File: config.mk
export PLATFORM = sky130hd
export DESIGN_NAME = step_sequencer
export DESIGN_NICKNAME = d
export VERILOG_FILES = /design/src/rtl/step_motor_pkg.sv /design/src/rtl/step_rate_timer.sv /design/src/rtl/step_sequencer.sv
export SDC_FILE = /design/constraint.sdc
export NUM_CORES = 1
export LEC_CHECK = 0
export CAP_MARGIN = 25
export CORE_UTILIZATION = 53
export CTS_CLUSTER_SIZE = 40
export DETAILED_ROUTE_END_ITERATION = 16
export PLACE_DENSITY = 0.72
export REMOVE_ABC_BUFFERS = 1
export SLEW_MARGIN = 20
export SYNTH_ARGS = -nofsm -noshare
export SYNTH_HDL_FRONTEND = slang
export SYNTH_SLANG_ARGS = --single-unit
export TNS_END_PERCENT = 30
File: constraint.sdc
create_clock -name clk -period 21.6 [get_ports clk]
set_clock_uncertainty 0.1 [all_clocks]
set_input_delay 3.24 -clock clk [delete_from_list [all_inputs] [get_ports clk]]
set_output_delay 3.24 -clock clk [all_outputs]
set_load 0.02 [all_outputs]
File: src/rtl/step_motor_pkg.sv
// Shared definitions for the stepper-motor sequencer.
//   state_e          : sequencer FSM states
//   RATE_*           : selectable step rates in steps/s
//   HALF_STEP_TABLE  : coil drive {D,C,B,A} for each of the 8 half-step phases
//   step_period()    : clock cycles per step for a clock frequency and speed_sel
//   next_index()     : phase index after one step in the given direction/mode
package step_motor_pkg;

  typedef enum logic {
    ST_IDLE = 1'b0,
    ST_RUN  = 1'b1
  } state_e;

  localparam int unsigned RATE_SLOW = 50;
  localparam int unsigned RATE_MED  = 100;
  localparam int unsigned RATE_FAST = 200;
  localparam int unsigned RATE_MAX  = 400;

  // Entry i sits at bits [4*i+3:4*i]; index 0 is the least significant nibble.
  localparam logic [7:0][3:0] HALF_STEP_TABLE = {
    4'b1001, 4'b1000, 4'b1100, 4'b0100,
    4'b0110, 4'b0010, 4'b0011, 4'b0001
  };

  function automatic int unsigned step_period(input int unsigned clk_hz,
                                              input logic [1:0]  sel);
    int unsigned rate;
    case (sel)
      2'd0:    rate = RATE_SLOW;
      2'd1:    rate = RATE_MED;
      2'd2:    rate = RATE_FAST;
      default: rate = RATE_MAX;
    endcase
    return clk_hz / rate;
  endfunction

  // Full steps from an odd (two-coil) phase jump two entries; from an even
  // (single-coil) phase they move one entry so the motor lands on an odd phase.
  function automatic logic [2:0] next_index(input logic [2:0] idx,
                                            input logic       fwd,
                                            input logic       full);
    logic [2:0] delta;
    delta = (full && idx[0]) ? 3'd2 : 3'd1;
    return fwd ? idx + delta : idx - delta;
  endfunction

endpackage

File: src/rtl/step_rate_timer.sv
// Step period timer: counts 0..period-1 and wraps, raising tc on the last count.
//   clk, reset  : clock and synchronous active-high reset
//   load        : capture period_in as the period for the next count cycle
//   period_in   : new period in clock cycles
//   run         : count while high, held at 0 while low
//   clear       : force the count to 0 and suppress tc this cycle
//   tc          : terminal-count strobe (combinational, one cycle per period)
module step_rate_timer #(
  parameter int unsigned      WIDTH        = 8,
  parameter logic [WIDTH-1:0] RESET_PERIOD = '1
) (
  input  logic             clk,
  input  logic             reset,
  input  logic             load,
  input  logic [WIDTH-1:0] period_in,
  input  logic             run,
  input  logic             clear,
  output logic             tc
);

  logic [WIDTH-1:0] count_q, count_d;
  logic [WIDTH-1:0] period_q, period_d;

  assign tc = run && !clear && (count_q == period_q - 1'b1);

  always_comb begin
    count_d  = count_q + 1'b1;
    if (!run || clear || tc) begin
      count_d = '0;
    end
    period_d = load ? period_in : period_q;
  end

  always_ff @(posedge clk) begin
    if (reset) begin
      count_q  <= '0;
      period_q <= RESET_PERIOD;
    end else begin
      count_q  <= count_d;
      period_q <= period_d;
    end
  end

endmodule

File: src/rtl/step_sequencer.sv
// Stepper-motor phase sequencer: steps a 4-coil motor at a selectable rate
// while motion is requested.
//   clk, reset      : clock and synchronous active-high reset
//   sw2_enabled     : continuous motion request
//   quarter_active  : quarter-rotation-in-progress request
//   direction       : 1 = forward (phase index increments), 0 = reverse
//   step_size       : 1 = full step, 0 = half step
//   speed_sel       : 0/1/2/3 = 50/100/200/400 steps/s
//   coil            : phase drive {D,C,B,A}
//   step_pulse      : one-cycle strobe per step taken
//   moving          : high while running
module step_sequencer
  import step_motor_pkg::*;
#(
  parameter int unsigned CLK_FREQ_HZ = 50_000_000,
  parameter int unsigned HOLD_TORQUE = 1
) (
  input  logic       clk,
  input  logic       reset,
  input  logic       sw2_enabled,
  input  logic       quarter_active,
  input  logic       direction,
  input  logic       step_size,
  input  logic [1:0] speed_sel,
  output logic [3:0] coil,
  output logic       step_pulse,
  output logic       moving
);

  localparam int unsigned    TW         = $clog2(CLK_FREQ_HZ / RATE_SLOW + 1);
  localparam logic [TW-1:0]  P_RESET    = TW'(step_period(CLK_FREQ_HZ, 2'd0));
  localparam logic [3:0]     COIL_RESET = (HOLD_TORQUE != 0) ? HALF_STEP_TABLE[0] : 4'b0000;

  state_e     state_q, state_d;
  logic [2:0] index_q, index_d;
  logic       step_pulse_q, step_pulse_d;
  logic       moving_q, moving_d;
  logic [3:0] coil_q, coil_d;

  logic          enable;
  logic          tc;
  logic          load;
  logic [TW-1:0] period_in;

  assign enable    = sw2_enabled | quarter_active;
  assign period_in = TW'(step_period(CLK_FREQ_HZ, speed_sel));
  assign load      = enable && ((state_q == ST_IDLE) || tc);

  // clear = ~enable makes a falling request win over a coincident terminal count.
  step_rate_timer #(
    .WIDTH        (TW),
    .RESET_PERIOD (P_RESET)
  ) u_timer (
    .clk       (clk),
    .reset     (reset),
    .load      (load),
    .period_in (period_in),
    .run       (state_q == ST_RUN),
    .clear     (!enable),
    .tc        (tc)
  );

  always_comb begin
    state_d      = enable ? ST_RUN : ST_IDLE;
    step_pulse_d = tc;
    index_d      = tc ? next_index(index_q, direction, step_size) : index_q;
    moving_d     = (state_d == ST_RUN);
    // Coil follows the current index, so a new phase appears the cycle after the step.
    coil_d       = '0;
    if ((state_d == ST_RUN) || (HOLD_TORQUE != 0)) begin
      coil_d = HALF_STEP_TABLE[index_q];
    end
  end

  always_ff @(posedge clk) begin
    if (reset) begin
      state_q      <= ST_IDLE;
      index_q      <= '0;
      step_pulse_q <= 1'b0;
      moving_q     <= 1'b0;
      coil_q       <= COIL_RESET;
    end else begin
      state_q      <= state_d;
      index_q      <= index_d;
      step_pulse_q <= step_pulse_d;
      moving_q     <= moving_d;
      coil_q       <= coil_d;
    end
  end

  assign coil       = coil_q;
  assign step_pulse = step_pulse_q;
  assign moving     = moving_q;

endmodule

======== Word level (Yosys, flattened, before mapping) ========
Memory sizes are Yosys's and may differ from the RTL's. A register that Yosys moved wholly into a read port is not among the register bits.
Cells that the tools add are included.
cells by class
  $add $sub $neg .......................... 4
  multipliers ............................. 0
  divide/modulo/power cells ............... 1
  order comparisons ....................... 0
  eq/ne operators ......................... 3
  shift operators ......................... 0
  muxes and demuxes ....................... 4
  bitwise logic cells ..................... 2
  reduce and logical (&&, ||, !) cells .... 11
operator list
  operator                                                                count
  26-bit by 32-bit divider with 32-bit output (first input constant)      1
  9-bit one-hot mux with 3 select lines                                   1
  20-bit by 1-bit adder with 20-bit output (second input constant)        1
  20-bit equality test                                                    1
  20-bit by 1-bit subtractor with 20-bit output (second input constant)   1
  1-bit logical AND                                                       4
  3-bit by 2-bit adder with 3-bit output                                  1
  1-bit logical OR                                                        3
  3-bit 2-to-1 mux                                                        1
  3-bit by 2-bit subtractor with 3-bit output                             1
  2-bit by 1-bit equality test with 1-bit output (second input constant)  1
  2-bit equality test (second input constant)                             1
  1-bit logical NOT                                                       2
  2-bit logical NOT                                                       1
  2-bit 2-to-1 mux                                                        1
  2-bit OR reduction                                                      1
  1-bit 2-to-1 mux                                                        1
  1-bit inverter                                                          1
  1-bit bitwise OR                                                        1
word-level totals
  register bits after elaboration ......... 45
  latch bits .............................. 0
  RAM bits ................................ 0
  bits in read-only memories .............. 32
  word-level logic and storage cells ...... 31
  memories ................................ 1
memories
  name             depth  width  rd ports  clocked after Yosys merged registers in  write ports  RTL line              text
  (no name shown)  8      4      1         1                                        0            step_sequencer.sv:71  coil_d = HALF_STEP_TABLE[index_q];

======== Logic depth before layout (Yosys ltp) ========
  word-level depth ........................ 5
  mapped depth ............................ 95

======== Hierarchy ========
Synthesis repeated with hierarchy kept, for this count alone.
unflattened totals
  cell total of the unflattened synthesis .. 1013
  area, all modules ....................... 7244.4 µm²
modules (own cells, without submodules)
  module           times used  cells an instance  area each (µm²)  sequential area each (µm²)
  step_sequencer   1           751                4996.0           180.2
  step_rate_timer  1           262                2248.4           800.8

======== Least setup slack after synthesis ========
Ideal clock, no wire load.
  path kind ............................... in2reg
  start point ............................. input port speed_sel[0]
  end point ............................... register u_timer.period_q[0]
  data arrival time ....................... 20.448 ns
  data required time ...................... 21.363 ns
  setup slack ............................. 0.915 ns
  cell stages on the path ................. 90
  path buffers ............................ 6
  path through ............................ inv_1 -> ha_1 -> clkbuf_1 -> clkbuf_1 -> nor2_1 -> nor2_1 -> inv_1 -> ha_1 -> a21oi_1 -> o21a_2 -> o31ai_1 -> ha_1 -> nand4b_1 -> o22ai_1 -> nor3_4 -> mux2i_2 -> ha_1 -> nand2_1 -> [... 54 more ...] -> ha_1 -> nand2_1 -> nor2_1 -> o21ai_0 -> a31oi_1 -> a31oi_4 -> o211ai_2 -> nor3_4 -> o21ai_0 -> ha_1 -> a21oi_1 -> nor2_1 -> nor2_1 -> o21ai_0 -> nor3_1 -> nand3_1 -> a211oi_1 -> a41oi_2
on the way
  word-level cells in the longest chain between the ends .. 3
RTL lines
  item                                               RTL line               text
  start, declared                                    step_sequencer.sv:24   input logic [1:0] speed_sel,
  2-bit equality test, or another cell as far along  step_motor_pkg.sv:28   case (sel)
  9-bit one-hot mux with 3 select lines (*)          step_motor_pkg.sv:28
  26-bit by 32-bit divider with 32-bit output (*)    step_motor_pkg.sv:34   return clk_hz / rate;
  end signal, assigned                               step_rate_timer.sv:40  period_q <= period_d;
  end, declared                                      step_rate_timer.sv:22  logic [WIDTH-1:0] period_q, period_d;
Mark *: on every way between the ends. The rest lies on a longest branch, timed or not.
A chain may end at the register's enable or synchronous reset.

======== Final worst setup path ========
  start point ............................. input port speed_sel[1]
  end point ............................... register u_timer.period_q[0]
The elaborated chain is that of the path after synthesis.

==> results.toml <==
[outcome]
run_status = "completed"

[synthesis]
synthesis.area_um2 = 7090
synthFlopType = "sky130_fd_sc_hd__dfxtp_1"
synth_enable_flop_cells = 0
synth.avg_cell_area_um2 = 7.08
syn_inst = 1001
ys_ff_latch = 44
yosysSeqAreaShare_pct = 12.4
number_of_different_library_cells_in_the_post_synthesis_netlist = 110
yosysMostFrequentCell = "sky130_fd_sc_hd__nor2_1"
synth_top_cells_by_count = "sky130_fd_sc_hd__nor2_1, sky130_fd_sc_hd__nand2_1, sky130_fd_sc_hd__a21oi_1, sky130_fd_sc_hd__o21ai_0, sky130_fd_sc_hd__ha_1"
cell_types_occupying_the_most_area_after_synthesis = "sky130_fd_sc_hd__dfxtp_1, sky130_fd_sc_hd__ha_1, sky130_fd_sc_hd__nor2_1"
yosysTopAreaCellShare_pct = 12.4
yosysTopAreaCell = "sky130_fd_sc_hd__dfxtp_1"
async_flop_share_pct = 0
synth-warning-count = 0

[timing]
hold_slack_ns = 0.344
final.setup.tns_ns = 0
timing.slew.headroom_pct = 45.6
timing.fmax_ghz = 0.0484
tightest_slew_ns = 0.816
report.final.slew_viol_count = 0
final_period_utilization_pct = 95.6
timing_hold_violations_final = 0
min_clock_period_post_route_ns = 20.65
finalSetupViolations = 0

[clocking]
cts.htree.levels = 2
cts_buffer_depth = 2
path_clk_slew_ns = 0.07
cts_tree = "built"
cts_root_buf = "sky130_fd_sc_hd__clkbuf_16"
worst_skew_pair.late_latency_ns = 0.29
numClockSinks = 44
tritoncts.num_buffers = 5

[die]
die_w_um = 118
core_um2 = 12800
chipHeight_um = 118
boundaryPins = 14
die_area_um2 = 13800
initial_core_util_pct = 55.2
cell_rows = 41

[route]
post_drt_via_cell_ratio = 6.83
final_antenna_net_count = 0
dr.first_iter.drc_count = 1009
detailedRoute.firstPassIterationCount = 6
route.vias.total = 8096
routed_wirelength_um = 23900
drc_violations = 0
routedWlPerCell_um = 20.1

[power]
power.density_nw_per_um2 = 53.8
worst_ir_drop_vdd_mv = 0.0363
p_leak_nw = 2.95

[final_layout]
n_antenna_cell = 0
multi_input_comb_area_um2 = 5990
area.sequential_um2 = 881
finish.utilization_pct = 61.4
syn_to_final_growth_pct = 11.2
net_count_of_the_finished_layout = 1067
fillers = 1189
finish.instance_area_um2 = 7880
drive_above_1_share_pct = 12.9

[worst_setup_path]
worst_ep_arrival_time_ns = 20.71
path_class = "primary input to register"
crit_path_end_kind = "register"
timing.critical_path.from_type = "primary input"
critical_path_s_slowest_cell = "sky130_fd_sc_hd__or4_4"
crit_top_cell = "sky130_fd_sc_hd__ha_1"
required_ns = 21.66
path_max_fanout = 6
cpPeakStageDelay_ns = 0.58

[global_route]
grt_pass1_vias = 7294
first_pass_grt_wire_length_um = 38200
groute.usage.overall_pct = 33.5
grt-ovfl-total = 0
maximum_number_of_pins_on_one_net_before_global_route_repair = 55
antenna_found_initial = 1

[run]
cap_violations = 0

[worst_hold_path]
min-delay-path-class = "register to register"

[place]
hpwlAfterDp_um = 17100
count_of_buffers_from_port_buffering = 13
routabilityCongestion = 1.01
placed_cell_area_um2 = 7500
## per-layer routing
| metal | up-vias | wire length [um] | GRT usage, % |
|---|---|---|---|
| met2 | 531 | 10500 | 51.9 |
| met4 | 0 | 854 | 12.7 |
| met3 | 93 | 2830 | 6.40 |
| li1 | 3787 | - | - |
| met1 | 3685 | 9700 | 45.6 |
| met5 | - | 0 | 0 |
## worst paths after layout
path,startpoint,to,slack [ns],depth (start not counted)
setup / recovery,speed_sel[1],u_timer.period_q[0]$_SDFFE_PP0P_,0.95,85
hold reg to reg,index_q[2]$_SDFFE_PP0P_,coil[1]$_SDFF_PP0_,0.34,1
hold / removal,index_q[2]$_SDFFE_PP0P_,coil[1]$_SDFF_PP0_,0.34,1
setup reg to reg,u_timer.period_q[8]$_SDFFE_PP0P_,u_timer.period_q[0]$_SDFFE_PP0P_,17.79,14
## registers in the layout, indices dropped and copies added (netlist names)
register,flops
coil,4
index_q,3
moving,1
step_pulse,1
u_timer.count_q,20
u_timer.period_q,15
## kinds of logic (layout without fill, tap and decap cells)
kind of cell    count (synthesis)  count (layout)  share of synthesized area (%)
fa+ha+maj                      47              47                           8.41
mux                            33              33                           4.93
buf+inv                        89             101                           5.12
flops                          44              44                           12.4
compound gates                332             332                           33.1
xor+xnor                       61              61                           7.54
simple gates                  395             395                           28.5
## critical path, delay by kind of cell
family / cells / cell delay, ns
AO/OA/AOI/OAI: 37 / 6.83
adder cells (fa/ha/maj): 11 / 2.99
buffers and inverters: 4 / 0.92
multiplexers: 5 / 1.37
AND/OR/NAND/NOR: 28 / 5.27
## power by group
group	total, mW	leakage, nW	internal, mW	switching (mW)
Combinational	0.249	2.51	0.0906	0.158
Clock	0.0880	0.0804	0.0550	0.0330
Sequential	0.0873	0.359	0.0837	0.00357
## area by class of cell
cell class	instances	area share, %
Clock buffer	5	1.59
Clock inverter	3	0.587
Inverter	31	1.48
Multi-Input combinational cell	868	76.0
Sequential cell	44	11.2
Tap cell	172	2.73
Timing Repair Buffer	62	6.48
## cell usage in the layout (no fill, tap or decap), types with 5 or more instances in the layout
master,count
sky130_fd_sc_hd__nor2_1,120
sky130_fd_sc_hd__nand2_1,87
sky130_fd_sc_hd__a21oi_1,80
sky130_fd_sc_hd__o21ai_0,58
sky130_fd_sc_hd__buf_4,47
sky130_fd_sc_hd__ha_1,44
sky130_fd_sc_hd__dfxtp_1,44
sky130_fd_sc_hd__xnor2_1,34
sky130_fd_sc_hd__nor3_1,34
sky130_fd_sc_hd__inv_1,29
sky130_fd_sc_hd__nand3_1,29
sky130_fd_sc_hd__xor2_1,27
sky130_fd_sc_hd__a31oi_1,26
sky130_fd_sc_hd__mux2i_1,24
sky130_fd_sc_hd__o211ai_1,14
sky130_fd_sc_hd__nor4_1,13
sky130_fd_sc_hd__o21a_1,13
sky130_fd_sc_hd__clkdlybuf4s50_1,12
sky130_fd_sc_hd__nand2b_1,11
sky130_fd_sc_hd__and3_1,11
sky130_fd_sc_hd__a211oi_1,11
sky130_fd_sc_hd__nor2b_1,8
sky130_fd_sc_hd__and2_1,8
sky130_fd_sc_hd__a32oi_1,8
sky130_fd_sc_hd__o31ai_1,8
sky130_fd_sc_hd__nand4_1,8
sky130_fd_sc_hd__a21boi_0,6
sky130_fd_sc_hd__or3_1,6
sky130_fd_sc_hd__nor3b_1,6
sky130_fd_sc_hd__or2_2,6
sky130_fd_sc_hd__a21o_1,5
sky130_fd_sc_hd__a311o_1,5
sky130_fd_sc_hd__a211o_1,5
sky130_fd_sc_hd__and4_1,5
sky130_fd_sc_hd__o21ai_1,5
sky130_fd_sc_hd__clkbuf_16,5
## per-stage QoR
stage / power (mW) / setup WS (ns) / std cells
6_report: 0.424 / 0.952 / 1185
3_5_place_dp: 0.316 / -0.512 / 1167
3_3_place_gp: 0.317 / 0.0947 / 1167
4_1_cts: 0.404 / 0.0268 / 1175
5_1_grt: 0.449 / -0.0859 / 1185
2_1_floorplan: 0.257 / 0.325 / 943
## what timing repair did
action	4_1_cts	5_1_grt
gates resized for setup	3	28
setup endpoints to repair	1	2
setup buffers	0	9
endpoints found under the hold margin	0	0
pin swaps	0	9
hold buffers	0	0
cloned	0	0
Note: power is estimated with default switching activity, not from simulation.
